## config.mk

```make
export PLATFORM = sky130hd
export DESIGN_NAME = fib_arbiter
export DESIGN_NICKNAME = d
export VERILOG_FILES = /design/src/rtl/fib_arbiter.sv
export SDC_FILE = /design/constraint.sdc
export NUM_CORES = 1
export LEC_CHECK = 0
export ABC_CLOCK_PERIOD_IN_PS = 2300
export CAP_MARGIN = 40
export CORE_MARGIN = 10
export CORE_UTILIZATION = 65
export CTS_BUF_LIST = sky130_fd_sc_hd__clkbuf_2 sky130_fd_sc_hd__clkbuf_4 sky130_fd_sc_hd__clkbuf_8
export DETAILED_ROUTE_END_ITERATION = 8
export DONT_BUFFER_PORTS = 1
export HOLD_SLACK_MARGIN = 0.1
export PLACE_DENSITY = 0.81
export SLEW_MARGIN = 20
export SYNTH_ARGS = -nofsm -noshare
export SYNTH_HDL_FRONTEND = slang
export SYNTH_SLANG_ARGS = --single-unit
```

## constraint.sdc

```tcl
create_clock -name clk -period 2.3 [get_ports clk]
set_clock_uncertainty 0.05 [all_clocks]
set_input_delay 0.46 -clock clk [delete_from_list [all_inputs] [get_ports clk]]
set_output_delay 0.46 -clock clk [all_outputs]
set_load 0.05 [all_outputs]
```

## src/rtl/fib_arbiter.sv

```systemverilog
// fib_arbiter: round-robin arbiter sharing one Fibonacci core among four requesters.
// Optional watchdog abort is compiled in when FIB_ARB_TIMEOUT_EN is defined.
`default_nettype none

module fib_arbiter #(
   parameter int F_W     = 16,
   parameter int TIMEOUT = 64
) (
   input  logic           clk,
   input  logic           reset,
   input  logic [3:0]     req,
   input  logic [19:0]    i_bus,
   input  logic           core_ready,
   input  logic           core_done_tick,
   input  logic [F_W-1:0] core_f,
   output logic           core_start,
   output logic [4:0]     core_i,
   output logic [3:0]     done,
   output logic [F_W-1:0] f,
   output logic [1:0]     owner,
   output logic           busy,
   output logic           err
);

   typedef enum logic [1:0] {IDLE, ISSUE, WAIT, DONE} state_e;

   state_e         state_q, state_d;
   logic [1:0]     owner_q, owner_d;
   logic [1:0]     last_q, last_d;
   logic [4:0]     coreI_q, coreI_d;
   logic [F_W-1:0] f_q, f_d;

   logic           grantValid;
   logic [1:0]     grantIdx;
   logic [4:0]     grantOp;

`ifdef FIB_ARB_TIMEOUT_EN
   localparam int CNT_W = $clog2(TIMEOUT + 1);
   logic [CNT_W-1:0] cnt_q, cnt_d;
   logic             tmo_q, tmo_d;
`else
   // TIMEOUT only matters for the watchdog build.
   logic unusedTimeout;
   assign unusedTimeout = (TIMEOUT > 0);
`endif

   // Search starts just after the last served requester, so it ends up lowest priority.
   always_comb begin
      grantValid = 1'b0;
      grantIdx   = last_q;
      for (int k = 1; k <= 4; k++) begin
         if (!grantValid && req[last_q + 2'(k)]) begin
            grantValid = 1'b1;
            grantIdx   = last_q + 2'(k);
         end
      end
   end

   always_comb begin
      case (grantIdx)
         2'd0:    grantOp = i_bus[4:0];
         2'd1:    grantOp = i_bus[9:5];
         2'd2:    grantOp = i_bus[14:10];
         default: grantOp = i_bus[19:15];
      endcase
   end

   always_ff @(posedge clk or negedge reset) begin
      if (!reset) begin
         state_q <= IDLE;
         owner_q <= 2'd0;
         last_q  <= 2'd3;
         coreI_q <= 5'd0;
         f_q     <= '0;
`ifdef FIB_ARB_TIMEOUT_EN
         cnt_q   <= '0;
         tmo_q   <= 1'b0;
`endif
      end else begin
         state_q <= state_d;
         owner_q <= owner_d;
         last_q  <= last_d;
         coreI_q <= coreI_d;
         f_q     <= f_d;
`ifdef FIB_ARB_TIMEOUT_EN
         cnt_q   <= cnt_d;
         tmo_q   <= tmo_d;
`endif
      end
   end

   always_comb begin
      state_d = state_q;
      owner_d = owner_q;
      last_d  = last_q;
      coreI_d = coreI_q;
      f_d     = f_q;
`ifdef FIB_ARB_TIMEOUT_EN
      cnt_d   = cnt_q;
      tmo_d   = tmo_q;
`endif
      case (state_q)
         IDLE: begin
            if (core_ready && grantValid) begin
               owner_d = grantIdx;
               coreI_d = grantOp;
               state_d = ISSUE;
            end
         end
         ISSUE: begin
            state_d = WAIT;
`ifdef FIB_ARB_TIMEOUT_EN
            cnt_d   = '0;
            tmo_d   = 1'b0;
`endif
         end
         WAIT: begin
            if (core_done_tick) begin
               f_d     = core_f;
               state_d = DONE;
            end
`ifdef FIB_ARB_TIMEOUT_EN
            // Abort leaves f untouched; the requester still gets its done pulse.
            else if (cnt_q == CNT_W'(TIMEOUT - 1)) begin
               tmo_d   = 1'b1;
               state_d = DONE;
            end else begin
               cnt_d = cnt_q + 1'b1;
            end
`endif
         end
         DONE: begin
            last_d  = owner_q;
            state_d = IDLE;
`ifdef FIB_ARB_TIMEOUT_EN
            tmo_d   = 1'b0;
`endif
         end
         default: state_d = IDLE;
      endcase
   end

   assign core_start = (state_q == ISSUE);
   assign busy       = (state_q != IDLE);
   assign done       = (state_q == DONE) ? (4'b0001 << owner_q) : 4'b0000;
   assign core_i     = coreI_q;
   assign f          = f_q;
   assign owner      = owner_q;
`ifdef FIB_ARB_TIMEOUT_EN
   assign err        = (state_q == DONE) && tmo_q;
`else
   assign err        = 1'b0;
`endif

endmodule

`default_nettype wire

```

# After elaboration in Yosys (flattened, before gate mapping)
# Cells that the tools add are included.
# totals
register_bits,27
latch_bits,0
mem_bits_rw,0
mem_bits_ro,0
in_bits,44
out_inout_bits,30
word_cells,54
mem_count,0
# op_classes
n_addsub,3
mul,0
div,0
order_cmp,4
n_eq_ne,7
shifts,1
mux,21
bitwise,0
n_reduce_logical,13
# op_table
op,count
$pmux 5 s3,1
$lt 2x3->1 const B,4
$mux 2,6
$bmux 1 s2,4
$mux 1,8
$pmux 2 s4,1
$eq 2x2->1 const B,3
$reduce_and 2->1,3
$add 2x2->2 const B,2
$eq 2x1->1 const B,2
$logic_and 1x1->1,4
$logic_not 2->1,2
$mux 4,1
$ne 2x2->1 const B,2
$shl 1x2->4 const A,1
$logic_not 1->1,3
$add 2x1->2 const B,1
$reduce_bool 2->1,1

# Logic depth before layout (Yosys ltp)
# Gate-level depths: netlist of run 1.
# logic_depth
word_depth,16
depth_mapped,6
ltp_nobuf,6

# Worst setup path after synthesis of run 1
# Ideal clock, no wire load.
# synth_timing
path_kind,register to output
from,"register owner_q[1], in the netlist owner[1]"
to,output done[0]
arrival_ns,1.823
required_time_ns,1.790
setup_slack_ns,-0.033
path_stages_with_launch,2
n_path_buf,0
path_cell_list,dfrtp_1 > nor3b_1
# synth_between
elab_chain_len,2
# synth_rtl
item,line_no,source
"start, declared",28,"logic [1:0] owner_q, owner_d;"
"start signal, assigned",81,owner_q <= owner_d;
$shl 1x2->4,145,assign done = (state_q == DONE) ? (4'b0001 << owner_q) : 4'b0000;
$mux 4,145,
"end, declared",18,"output logic [3:0] done,"
# Every way passes these cells.

# Worst setup path in the final report of run 1
# layout_timing
from,register state_q[0]
to,output done[3]
# layout_between
elab_chain_len,2
# layout_rtl
item,line_no,source
"start, declared",27,"state_e state_q, state_d;"
"start signal, assigned",80,state_q <= state_d;
$eq 2x2->1,145,
$mux 4,145,
# Every way passes these cells.

==> results.md, run 1 <==
Status:
- The run finished with clean final reports.

Timing:
- The time the final worst path needs with I/O delays and setup is 2010 ps.
- In this run the tightest slew margin relative to its limit is 59.0%.
- The hold violation count in the final report came to 0.
- The final clock period utilization by the worst path is 87.3%.
- The count of pins over their slew limit was 0.
- Derived from the worst setup path, the maximum achievable clock frequency is 0.498 GHz.
- The number of setup violations in the final report is 0.
- Setup repair after global routing left no endpoint under its margin.
- For the pin with the worst max-slew slack, the measured transition is 613 ps.
- The final-layout setup total negative slack is 0 ps.

Power and ir drop:
- The cell leakage power is 0.000646 µW.
- The worst-case IR drop observed on VDD is 1.30 mV.
- The power per unit of standard cell area is 1840 mW/mm².

Detailed routing:
- The number of nets with antenna violations after routing is 0.
- The pre-antenna-repair detailed-routing pass consisted of 4 iterations.
- Dividing the detail-routed via count by the number of cells gives 6.21.
- The number of vias after detailed routing is 938.
- After detailed routing, the total wire length is 3330 µm.
- The number of violations reported at the end of detailed-routing iteration 0 is 53.
- For this run, design rule violations remaining after detail routing come to 0.
- After detailed routing, the average wire length per cell comes to 22.0 µm.

Floorplanning:
- The row count is 16.
- 74 I/O pins were placed.
- The die covers 0.00437 mm².
- The floorplan step set the die width to 66.1 µm.
- In this run the vertical extent of the chip is 66.1 µm.
- The area of the core is 0.00198 mm².
- Once the floorplan was initialized, standard cells occupied 69.7% of the core.

Synth:
- The number of nets produced by synthesis is 167.
- The Yosys step of the flow raised 0 warnings.
- Counting distinct cell types in the post-synthesis netlist gives 32.
- After synthesis the netlist holds a flip-flop and latch count of 27.
- The cell type with the largest total area after synthesis is dfrtp_1.
- The average instance in the mapped netlist occupies 11.7 µm².
- The portion of the post-synthesis area used by sequential elements is 49.1%.
- Sorting the synthesized cells by area gives the leading types as dfrtp_1, mux2_2, ha_1.
- Summed over its instances, the top area cell type makes up 45.3% of the synthesized netlist area.
- Synthesis handed over a netlist of 118 instances.
- The cell area that synthesis handed to floorplanning was 0.00138 mm².

Setup path:
- STA classifies the critical path endpoint as an output port.
- Data on the critical path arrives at its endpoint at 1500 ps.
- Walking the worst path, the cells encountered are ha_1 -> and3_1.
- The worst setup path is launched from a register.
- The data required time of the critical path is 1790 ps.
- The critical-path maximum fanout is 7.
- The worst setup path is of the register to output port kind.
- The highest cell delay on the worst timing path is 510 ps.
- The cell with the biggest individual delay on the critical path is and3_1.

Cells and area:
- The share of final-layout standard cells stronger than drive strength 1 is 32.3%.
- The finished layout cell area is 0.00149 mm².
- The synthesis-to-finish area growth is 7.97%.
- Across the whole layout, storage elements account for 678 µm².
- The total number of nets in the final design is 174.
- Leaving out fill and tap cells, the most frequent cells in the layout are dfrtp_1, mux2_2, nand2_1.
- The footprint of the multi-input gates is 659 µm².
- The number of fill cells is 133.
- The antenna diode instance count is 0.
- The most common cell after layout, fill and taps aside is dfrtp_1.

Placed design:
- The placed wire-length estimate is 2650 µm.
- The final weighted congestion of routability-driven global placement is 0.734.
- The instance area after placement is 0.00143 mm².
- Buffers placed on the I/O ports in this run total 0.

Run:
- The tool flagged a number of max-cap violations equal to 0.

Clock network:
- The total clock buffers created by CTS is 3.
- The library cell used as clock root buffer is clkbuf_4.
- The H-tree depth is 1.
- Counting every sink on the clock net gives 27.
- The source-to-sink clock delay at the later pin of the worst-skew pair is 320 ps.
- The TritonCTS clock tree is done.
- Buffers added to address setup during post-CTS repair amount to 0.
- After clock tree synthesis, the clock-pin slew on the worst setup and hold paths is 150 ps.
- The maximum clock insertion buffer count is 2.

Global route:
- The number of global-route vias before repair came to 1021.
- For this run, the total global-route usage over all layers was measured as 15.2%.
- The maximum number of pins on one net before global-route repair is 28.
- The number of antenna violations at the first check in global routing is 0.
- The first global-routing pass estimated 5220 µm of wire.
- The total global routing overflow is 0.

Hold path:
- The worst hold-check path type is input pin to register.
## repair_timing
action	CTS	global route
resized for setup	0	0
hold endpoints to repair	27	0
hold buffers	2	0
## synthesized netlist by cell type
library cell	instances
dfrtp_1	25
mux2_2	22
nand2_1	9
a2bb2oi_1	6
inv_1	6
ha_1	5
o221ai_1	5
o21ai_0	4
a21oi_1	3
buf_2	3
nor2_1	3
a31oi_1	2
and3_1	2
dfstp_2	2
nand2b_1	2
nor3_1	2
nor3b_1	2
a21oi_2	1
and2b_4	1
and3b_1	1
buf_1	1
buf_4	1
conb_1	1
nand2_2	1
nand3_2	1
nor2b_1	1
nor3_2	1
nor4b_1	1
o21a_1	1
o32a_1	1
o41ai_1	1
or3_1	1
## final cells by class
cell class / count / share of cell area (%)
sequential: 27 / 45.5
timing repair buffer: 7 / 4.53
multi-input combinational: 80 / 44.2
inverter: 6 / 1.51
tap: 27 / 2.27
clock buffer: 3 / 1.51
clock inverter: 1 / 0.503
## worst max-delay path: cells and delay by family, from the launching register on
family,cells,cell delay [ps]
flops,1,420
simple gates,1,510
fa+ha+maj,1,260
## metal layers
metal,vias up,global-route usage (%),wire length [µm]
met5,-,0,0
met3,4,9.49,532
met1,440,14.5,1070
li1,437,-,-
met4,0,4.45,23
met2,57,26.3,1710
## where the power goes
group          total (µW)  switching [µW]  internal (µW)
sequential           1600             884            715
combinational         941             518            423
clock                 206             140           66.4
## kinds of logic after synthesis
family	count (synthesis)	share of synthesized area, %
buffers and inverters	11	3.53
muxes	22	17.9
other	1	0.271
AOI/OAI and AO/OA	24	13.0
adders and majority gates	5	4.53
DFF	27	49.1
and+or+nand+nor	28	11.7
## flip-flops by register name, summed over array words and instances (netlist names)
| signal | count |
|---|---|
| state_q | 2 |
| core_i | 5 |
| last_q | 2 |
| f | 16 |
| owner | 2 |
## per-stage QoR
stage | hold slack [ps] | cells | total power (µW) | setup WS [ps] | utilization (%)
final | 219 | 151 | 2750 | 292 | 75.3
after global routing | 195 | 151 | 2890 | 205 | 75.3
after CTS | 213 | 151 | 2760 | 271 | 75.3
after detailed placement | 115 | 145 | 2540 | 449 | 72.2
after global placement | 115 | 145 | 2490 | 526 | 72.2
after floorplan | 114 | 118 | 2320 | 331 | -
## final timing paths
path	start	end	slack (ps)	cells past startpoint
max reg2reg	last_q[0]	core_i[3]	430	5
min reg2reg	last_q[0]	last_q[0]	530	2
min	core_f[5]	f[5]	220	1
max	state_q[0]	done[3]	290	2
min in group asynchronous	reset	f[4]	520	2
max in group asynchronous	reset	last_q[1]	1450	2
No activity file was read; power rests on OpenSTA's default activity.
==> inputs of run 2 (changes only) <==
--- a/config.mk
+++ b/config.mk
@@ -5,6 +5,7 @@
 export SDC_FILE = /design/constraint.sdc
 export NUM_CORES = 1
 export LEC_CHECK = 0
+export ABC_AREA = 1
 export ABC_CLOCK_PERIOD_IN_PS = 2300
 export CAP_MARGIN = 40
 export CORE_MARGIN = 10
==> run 2 against run 1 <==
Compared with the run above: routed wire length up 25%; maximum frequency down 6.3%; sequential share of layout area is 6.3 points lower; critical path depth grew 10; highest routed layer unchanged; final cell count rose by 52%; clock-buffer cell count is the same; core utilization is 4.0 points lower; first-iteration DRC count up 72%; setup slack got worse by 130 ps; die area up 12%; flip-flop and latch count unchanged.
==> results.md, run 2 <==
Status:
- The flow ran to the end, and the final reports show no timing, DRC or antenna violations.

Placed design:
- The quantity of I/O buffers inserted on ports is 0 (unchanged).
- The placed wire-length estimate is 3270 µm (+23%).
- The final weighted congestion of routability-driven global placement is 0.863 (+18%).

Cells and area:
- The number of fill cells is 204 (+53%).
- The share of the core filled with cells is 71.2% (-4.0 points).
- The share of final-layout standard cells stronger than drive strength 1 was 22.5% (-9.8 points).
- The library cell used most frequently in the layout, excluding fill and tap cells, is nand2_1.
- The area taken by flip-flops and latches was 678 µm² (unchanged).
- The antenna diode instance count is 0 (unchanged).
- The footprint of the multi-input gates was 825 µm² (+25%).
- Compared with the post-synthesis result, the final layout area differs by 6.78%.
- The flip-flop count of the largest register, all copies and words added came to 16 (unchanged).
- Leaving out fill and tap cells, the most frequent cells in the layout are nand2_1, dfrtp_1, inv_1, mux2_2, nand3_1.
- The total number of nets in the final design is 250 (+44%).

Floorplanning:
- The number of I/O pins came to 74 (unchanged).
- The area of the core is 0.00243 mm² (+23%).
- The row count is 18 (+2).
- The horizontal die dimension was 70.0 µm (+5.8%).
- The effective utilization at floorplan is 66.7% (-3.0 points).
- The die span in y is 70.0 µm (+5.8%).
- The area enclosed by the die boundary is 0.00490 mm² (+12%).

Detailed routing:
- The routed length per instance is 18.1 µm (-18%).
- The number of vias after detailed routing is 1352 (+44%).
- The total wirelength of the detailed-routed design is 4150 µm (+25%).
- The number of vias per cell after detailed routing is 5.88 (-5.4%).
- The detailed-router iteration count before antenna repair is 5 (+1).
- The number of violations reported at the end of detailed-routing iteration 0 is 91 (+72%).
- The number of nets with antenna violations after routing is 0 (unchanged).
- The detailed-route DRC error count is 0 (unchanged).

Setup path:
- The critical path is of the register to register type.
- The depth of the most critical reg-to-reg path is 12 (+7).
- The category of the worst setup path capture point is a register.
- The startpoint class of the critical path is a register.
- The highest cell delay on the worst timing path is 650 ps (+140 ps).
- The slowest stage of the critical path is the dfstp_2 cell.
- The worst path arrival time was 2330 ps (+830 ps).
- The most used cell along the critical path is nand2_1.
- Walking the worst path, the cells encountered are buf_4 -> nand2_1 -> nand2_1 -> nand2_1 -> nand2_1 -> nor2_2 -> nand4_1 -> nand2_1 -> nor2_2 -> inv_1 -> nand2_1 -> nand2_1.
- The data required time of the critical path is 2480 ps (+690 ps).
- The critical-path maximum fanout is 9 (+2).

Synth:
- The mean instance size in the synthesized netlist came to 8.41 µm² (-28%).
- The portion of the post-synthesis area used by sequential elements is 41.8% (-7.3 points).
- The async set-reset flop share out of synthesis is 100% (unchanged).
- The synthesized area is 0.00162 mm² (+17%).
- The number of warning messages in the yosys log came to 0 (unchanged).
- The gate count of the mapped netlist was 193 (+64%).
- The biggest area contributor in the post-synthesis netlist is dfrtp_1.
- The register bit total from synthesis is 27 (unchanged).
- The number of different library cells in the post-synthesis netlist is 25 (-22%).
- The number of nets produced by synthesis is 242 (+45%).
- Counting instances in the post-synthesis netlist gives the leading cell types as nand2_1, dfrtp_1, inv_1, mux2_2, nand3_1.
- By area the synthesized netlist is led by dfrtp_1, nand2_1, mux2_2.
- The most frequent cell after synthesis is nand2_1.
- The most common flop cell mapped by yosys is dfrtp_1.
- The area share of the leading cell type in the synthesized netlist was 38.6% (-6.7 points).
- The number of synthesized flops with an enable pin is 0 (unchanged).

Global route:
- The number of global-route vias before repair is 1357 (+33%).
- The global-route wire length before repair came to 6640 µm (+27%).
- The total global routing overflow is 0 (unchanged).
- The number of antenna violations at the first check in global routing came to 0 (unchanged).
- The aggregate global-route resource usage is 16.1% (+0.89 points).
- The maximum number of pins on one net before global-route repair came to 28 (unchanged).

Clock network:
- The cell sitting at the root of the clock tree is a clkbuf_4.
- The CTS clock-pin slew for the worst setup and hold paths is 140 ps (about the same).
- The source-to-sink clock delay at the later pin of the worst-skew pair came to 320 ps (about the same).
- The total clock buffers created by CTS is 3 (unchanged).
- The TritonCTS clock tree is done.
- The number of clock sinks seen by CTS is 27 (unchanged).
- The H-tree depth was 1 (unchanged).
- The maximum clock insertion buffer count is 2 (unchanged).

Timing:
- The hold violation count in the final report was 0 (unchanged).
- The slew at the pin with the worst max-slew slack is 629 ps (+16.4 ps).
- The achievable frequency came to 0.467 GHz (-6.3%).
- Setup repair after global routing left no endpoint under its margin.
- The number of setup violations in the final report came to 0 (unchanged).
- The final-layout setup total negative slack is 0 ps (unchanged).
- The final clock period utilization by the worst path came to 93.2% (+5.8 points).
- The time the final worst path needs with I/O delays and setup is 2140 ps (+135 ps).
- The count of pins over their slew limit was 0 (unchanged).
- The remaining max-slew budget at the tightest pin is 57.9% (-1.1 points).

Hold path:
- The cell depth of the worst min-delay path is 1 (unchanged).
- The worst hold-check path type is input pin to register.

Run:
- The max-capacitance violation count is 0 (unchanged).
-- run 2: cell count changes in the layout (fill, tap and decap cells not counted), moves of 6 or more --
cell,before,now
nand2_1,9,56
a2bb2oi_1,6,0
nand4_1,0,10
nand3_1,0,15
mux2_2,22,16
inv_1,6,16
-- run 2: final timing paths --
path	start	endpoint	slack, ps
max in group asynchronous	reset	last_q[0]	1480
setup / recovery	last_q[0]	core_i[0]	160
setup reg to reg	last_q[0]	core_i[0]	160
hold reg to reg	state_q[0]	state_q[0]	530
hold / removal	core_f[13]	f[13]	220
min in group asynchronous	reset	core_i[3]	500
-- run 2: cell families (layout without fill, tap and decap cells) --
logic type	after synthesis	count (layout)	synth area share [%]
AO/OA/AOI/OAI	14	14	4.32
adder cells (fa/ha/maj)	5	5	3.86
buffers and inverters	25	32	8.02
AND/OR/NAND/NOR	105	105	30.7
flip-flops	27	27	41.8
multiplexers	16	16	11.1
other	1	1	0.231
-- run 2: layer usage --
layer	global-route usage [%]	up-vias	routed length (µm)
li1	-	642	-
met1	18.0	624	1560
met2	28.3	76	2100
met3	4.94	10	416
met4	4.61	0	80
met5	0	-	0
-- run 2: worst max-delay path: cells and delay by family (launching register included) --
kind	cells	cell delay, ps
flip-flops	1	650
buffers and inverters	2	350
AND/OR/NAND/NOR	10	1010
-- run 2: through the flow --
step                      cell area, µm²  instances  setup WS (ps)  hold WS, ps
after floorplan                     1620        193            316          114
after global routing                1730        230           20.1          189
final                               1730        230            157          223
after detailed placement            1660        223            160          115
after global placement              1660        223            264          115
after CTS                           1720        229            142          216
-- run 2: final cells by class --
type	instances	area share (%)
Clock buffer	3	1.30
Clock inverter	1	0.433
Tap cell	30	2.17
Inverter	18	4.19
Sequential cell	27	39.1
Multi-Input combinational cell	141	47.6
Timing Repair Buffer	10	5.20
-- run 2: what timing repair did --
action,in CTS,in global routing
hold buffers,2,0
resized for setup,0,2
hold endpoints to repair,27,0
setup buffers,0,1
endpoints found under the setup margin,0,5
Power of run 2 is not shown: default switching activity piles up to over one toggle a cycle in this logic, so the estimate is an artifact.
==> inputs of run 3 (changes only) <==
--- a/config.mk
+++ b/config.mk
@@ -9,12 +9,12 @@
 export ABC_CLOCK_PERIOD_IN_PS = 2300
 export CAP_MARGIN = 40
 export CORE_MARGIN = 10
-export CORE_UTILIZATION = 65
+export CORE_UTILIZATION = 37
 export CTS_BUF_LIST = sky130_fd_sc_hd__clkbuf_2 sky130_fd_sc_hd__clkbuf_4 sky130_fd_sc_hd__clkbuf_8
 export DETAILED_ROUTE_END_ITERATION = 8
 export DONT_BUFFER_PORTS = 1
 export HOLD_SLACK_MARGIN = 0.1
-export PLACE_DENSITY = 0.81
+export PLACE_DENSITY = 0.57
 export SLEW_MARGIN = 20
 export SYNTH_ARGS = -nofsm -noshare
 export SYNTH_HDL_FRONTEND = slang
==> run 3 against run 2 <==
Compared with the run above: via count is 2.7% lower; final cell count is 14% higher; sequential share of layout area is 2.8 points lower; first-iteration DRC count is 56% lower; routed wire length is 1.5% higher; die area is 52% higher; worst hold slack better by 59 ps; highest routed layer is now met3.
==> results.md, run 3 (synthesis results as in run 2) <==
Global route:
- The global-route wire length before repair came to 6440 µm (-3.1%).
- The global routing met1 resource utilization was 12.3% (-5.8 points).
- The number of antenna violations at the first check in global routing is 0 (unchanged).
- The aggregate global-route resource usage is 10.6% (-5.5 points).
- The met2 routing resource usage after global routing was 16.8% (-11 points).
- The met3 global-route usage came to 5.72% (+0.78 points).
- The layer flagged by global routing as most heavily used is met2.
- The maximum number of pins on one net before global-route repair is 28 (unchanged).
- The total global routing overflow came to 0 (unchanged).
- The number of global-route vias before repair was 1305 (-3.8%).

Clock network:
- The H-tree depth is 1 (unchanged).
- The total clock buffers created by CTS came to 3 (unchanged).
- The maximum clock insertion buffer count is 2 (unchanged).
- The source-to-sink clock delay at the later pin of the worst-skew pair came to 270 ps (-50 ps).
- TritonCTS built the clock tree.
- The CTS clock-pin slew for the worst setup and hold paths is 90 ps (-50 ps).
- CTS placed an instance of clkbuf_8 at the clock tree root.
- The number of clock sinks seen by CTS is 27 (unchanged).

Cells and area:
- The number of fill cells is 430 (+110%).
- The share of the core filled with cells came to 43.5% (-28 points).
- The flip-flop count of the largest register, all copies and words added is 16 (unchanged).
- The top cell types in the final layout, fill and taps aside, are nand2_1, dfrtp_1, buf_4.
- The most common cell after layout, fill and taps aside is nand2_1.
- The total number of nets in the final design is 260 (+4.0%).
- Compared with the post-synthesis result, the final layout area differs by 15.1%.
- The share of final-layout standard cells stronger than drive strength 1 is 26.7% (+4.2 points).
- The antenna diode instance count is 0 (unchanged).

Timing:
- The count of pins over their slew limit is 0 (unchanged).
- The achievable frequency is 0.481 GHz (+3.0%).
- The time the final worst path needs with I/O delays and setup is 2080 ps (-62.3 ps).
- The number of setup violations in the final report came to 0 (unchanged).
- The final-layout setup total negative slack is 0 ps (unchanged).
- The final worst-path setup slack was 219 ps (+62.3 ps).
- The final clock period utilization by the worst path is 90.5% (-2.7 points).
- The hold violation count in the final report is 0 (unchanged).
- The slew at the pin with the worst max-slew slack was 530 ps (-99.7 ps).
- The remaining max-slew budget at the tightest pin is 64.7% (+6.7 points).
- Setup repair after global routing left no endpoint under its margin.

Floorplanning:
- The area of the core came to 0.00429 mm² (+77%).
- The horizontal die dimension is 86.2 µm (+23%).
- The row count came to 24 (+6).
- The effective utilization at floorplan is 37.8% (-29 points).
- The area enclosed by the die boundary came to 0.00743 mm² (+52%).
- The number of I/O pins came to 74 (unchanged).
- The die span in y came to 86.2 µm (+23%).

Setup path:
- The depth of the most critical reg-to-reg path is 13 (+1).
- The most used cell along the critical path is nand2_1.
- The cell with the biggest individual delay on the critical path is dfstp_2.
- The kind of cell adding the most delay to the critical path is simple AND/OR/NAND/NOR gates.
- The startpoint class of the critical path is a register.
- The data required time of the critical path is 2420 ps (-60 ps).
- The type of the worst setup path is register to register.
- The launching point of the worst reg2reg path is last_q[0].
- The category of the worst setup path capture point is a register.
- The endpoint of the worst-slack reg-to-reg timing path is core_i[2].
- Traced cell by cell, the critical path runs through buf_4 -> nand2_1 -> nand2_2 -> nand2_1 -> nand2_1 -> nand3_1 -> nand2_1 -> nand2_4 -> buf_4 -> o21ai_0 -> nand3_1 -> nand2_1 -> nand2_1.
- The highest cell delay on the worst timing path came to 610 ps (-40 ps).
- The worst path arrival time was 2200 ps (-130 ps).
- The critical-path maximum fanout is 10 (+1).
- The setup slack on the worst flop-to-flop path is 220 ps (+60 ps).
- The number of buffer and inverter instances along the worst setup path is 2 (unchanged).

Hold path:
- The startpoint of the most critical hold path is core_f[6].
- The cell depth of the worst min-delay path came to 1 (unchanged).
- For hold timing, the worst endpoint is f[6].
- The worst hold-check path type is input pin to register.

Detailed routing:
- The number of vias per cell after detailed routing is 5.02 (-15%).
- The number of violations reported at the end of detailed-routing iteration 0 is 40 (-56%).
- The total wirelength of the detailed-routed design was 4210 µm (+1.5%).
- The routed length per instance is 16.1 µm (-11%).
- The detailed-router iteration count before antenna repair is 4 (-1).
- The number of nets with antenna violations after routing is 0 (unchanged).
- The number of vias after detailed routing was 1315 (-2.7%).
- The detailed-route DRC error count is 0 (unchanged).

Placed design:
- The pre-CTS setup slack is 172 ps (+11.4 ps).
- The placed wire-length estimate is 3240 µm (-0.86%).
- The quantity of I/O buffers inserted on ports came to 0 (unchanged).
- The final weighted congestion of routability-driven global placement is 0.850 (-1.5%).

Status:
- The run finished with clean final reports.

Run:
- The max-capacitance violation count was 0 (unchanged).
-- run 3: cell type report --
class	count	area, µm²	share of cell area [%]
Multi-Input combinational cell	141	841	45.0
Sequential cell	27	678	36.3
Timing Repair Buffer	20	163	8.71
Inverter	18	72.6	3.88
Tap cell	52	65.1	3.48
Clock buffer	4	48.8	2.61
-- run 3: timing repair --
action / CTS / global route
resized for setup: 0 / 5
endpoints found under the hold margin: 27 / 0
buffers inserted: 0 / 9
hold buffers: 2 / 0
setup endpoints to repair: 0 / 5
-- run 3: worst max-delay path by stage --
stage | startpoint | end | slack, ps | cells past startpoint
floorplan | owner[1] | done[2] | 320 | 2
CTS | last_q[0] | core_i[1] | 140 | 13
global placement | last_q[0] | core_i[2] | 180 | 13
detailed placement | last_q[0] | core_i[4] | 170 | 13
global route | last_q[0] | core_i[2] | 40 | 13
finish | last_q[0] | core_i[2] | 220 | 13
-- run 3: per-stage QoR --
step | hold slack (ps) | instance area (µm²) | std cells
3_3_place_gp | 115 | 1700 | 247
2_1_floorplan | 114 | 1620 | 193
5_1_grt | 267 | 1870 | 262
6_report | 282 | 1870 | 262
3_5_place_dp | 115 | 1700 | 247
4_1_cts | 276 | 1780 | 253
-- run 3: metal layers --
metal | share of wire (%) | wire (µm)
met5 | 0 | 0
met2 | 47 | 1980
met3 | 12 | 516
met4 | 0 | 0
met1 | 41 | 1720
Power of run 3 is left out for the same reason.
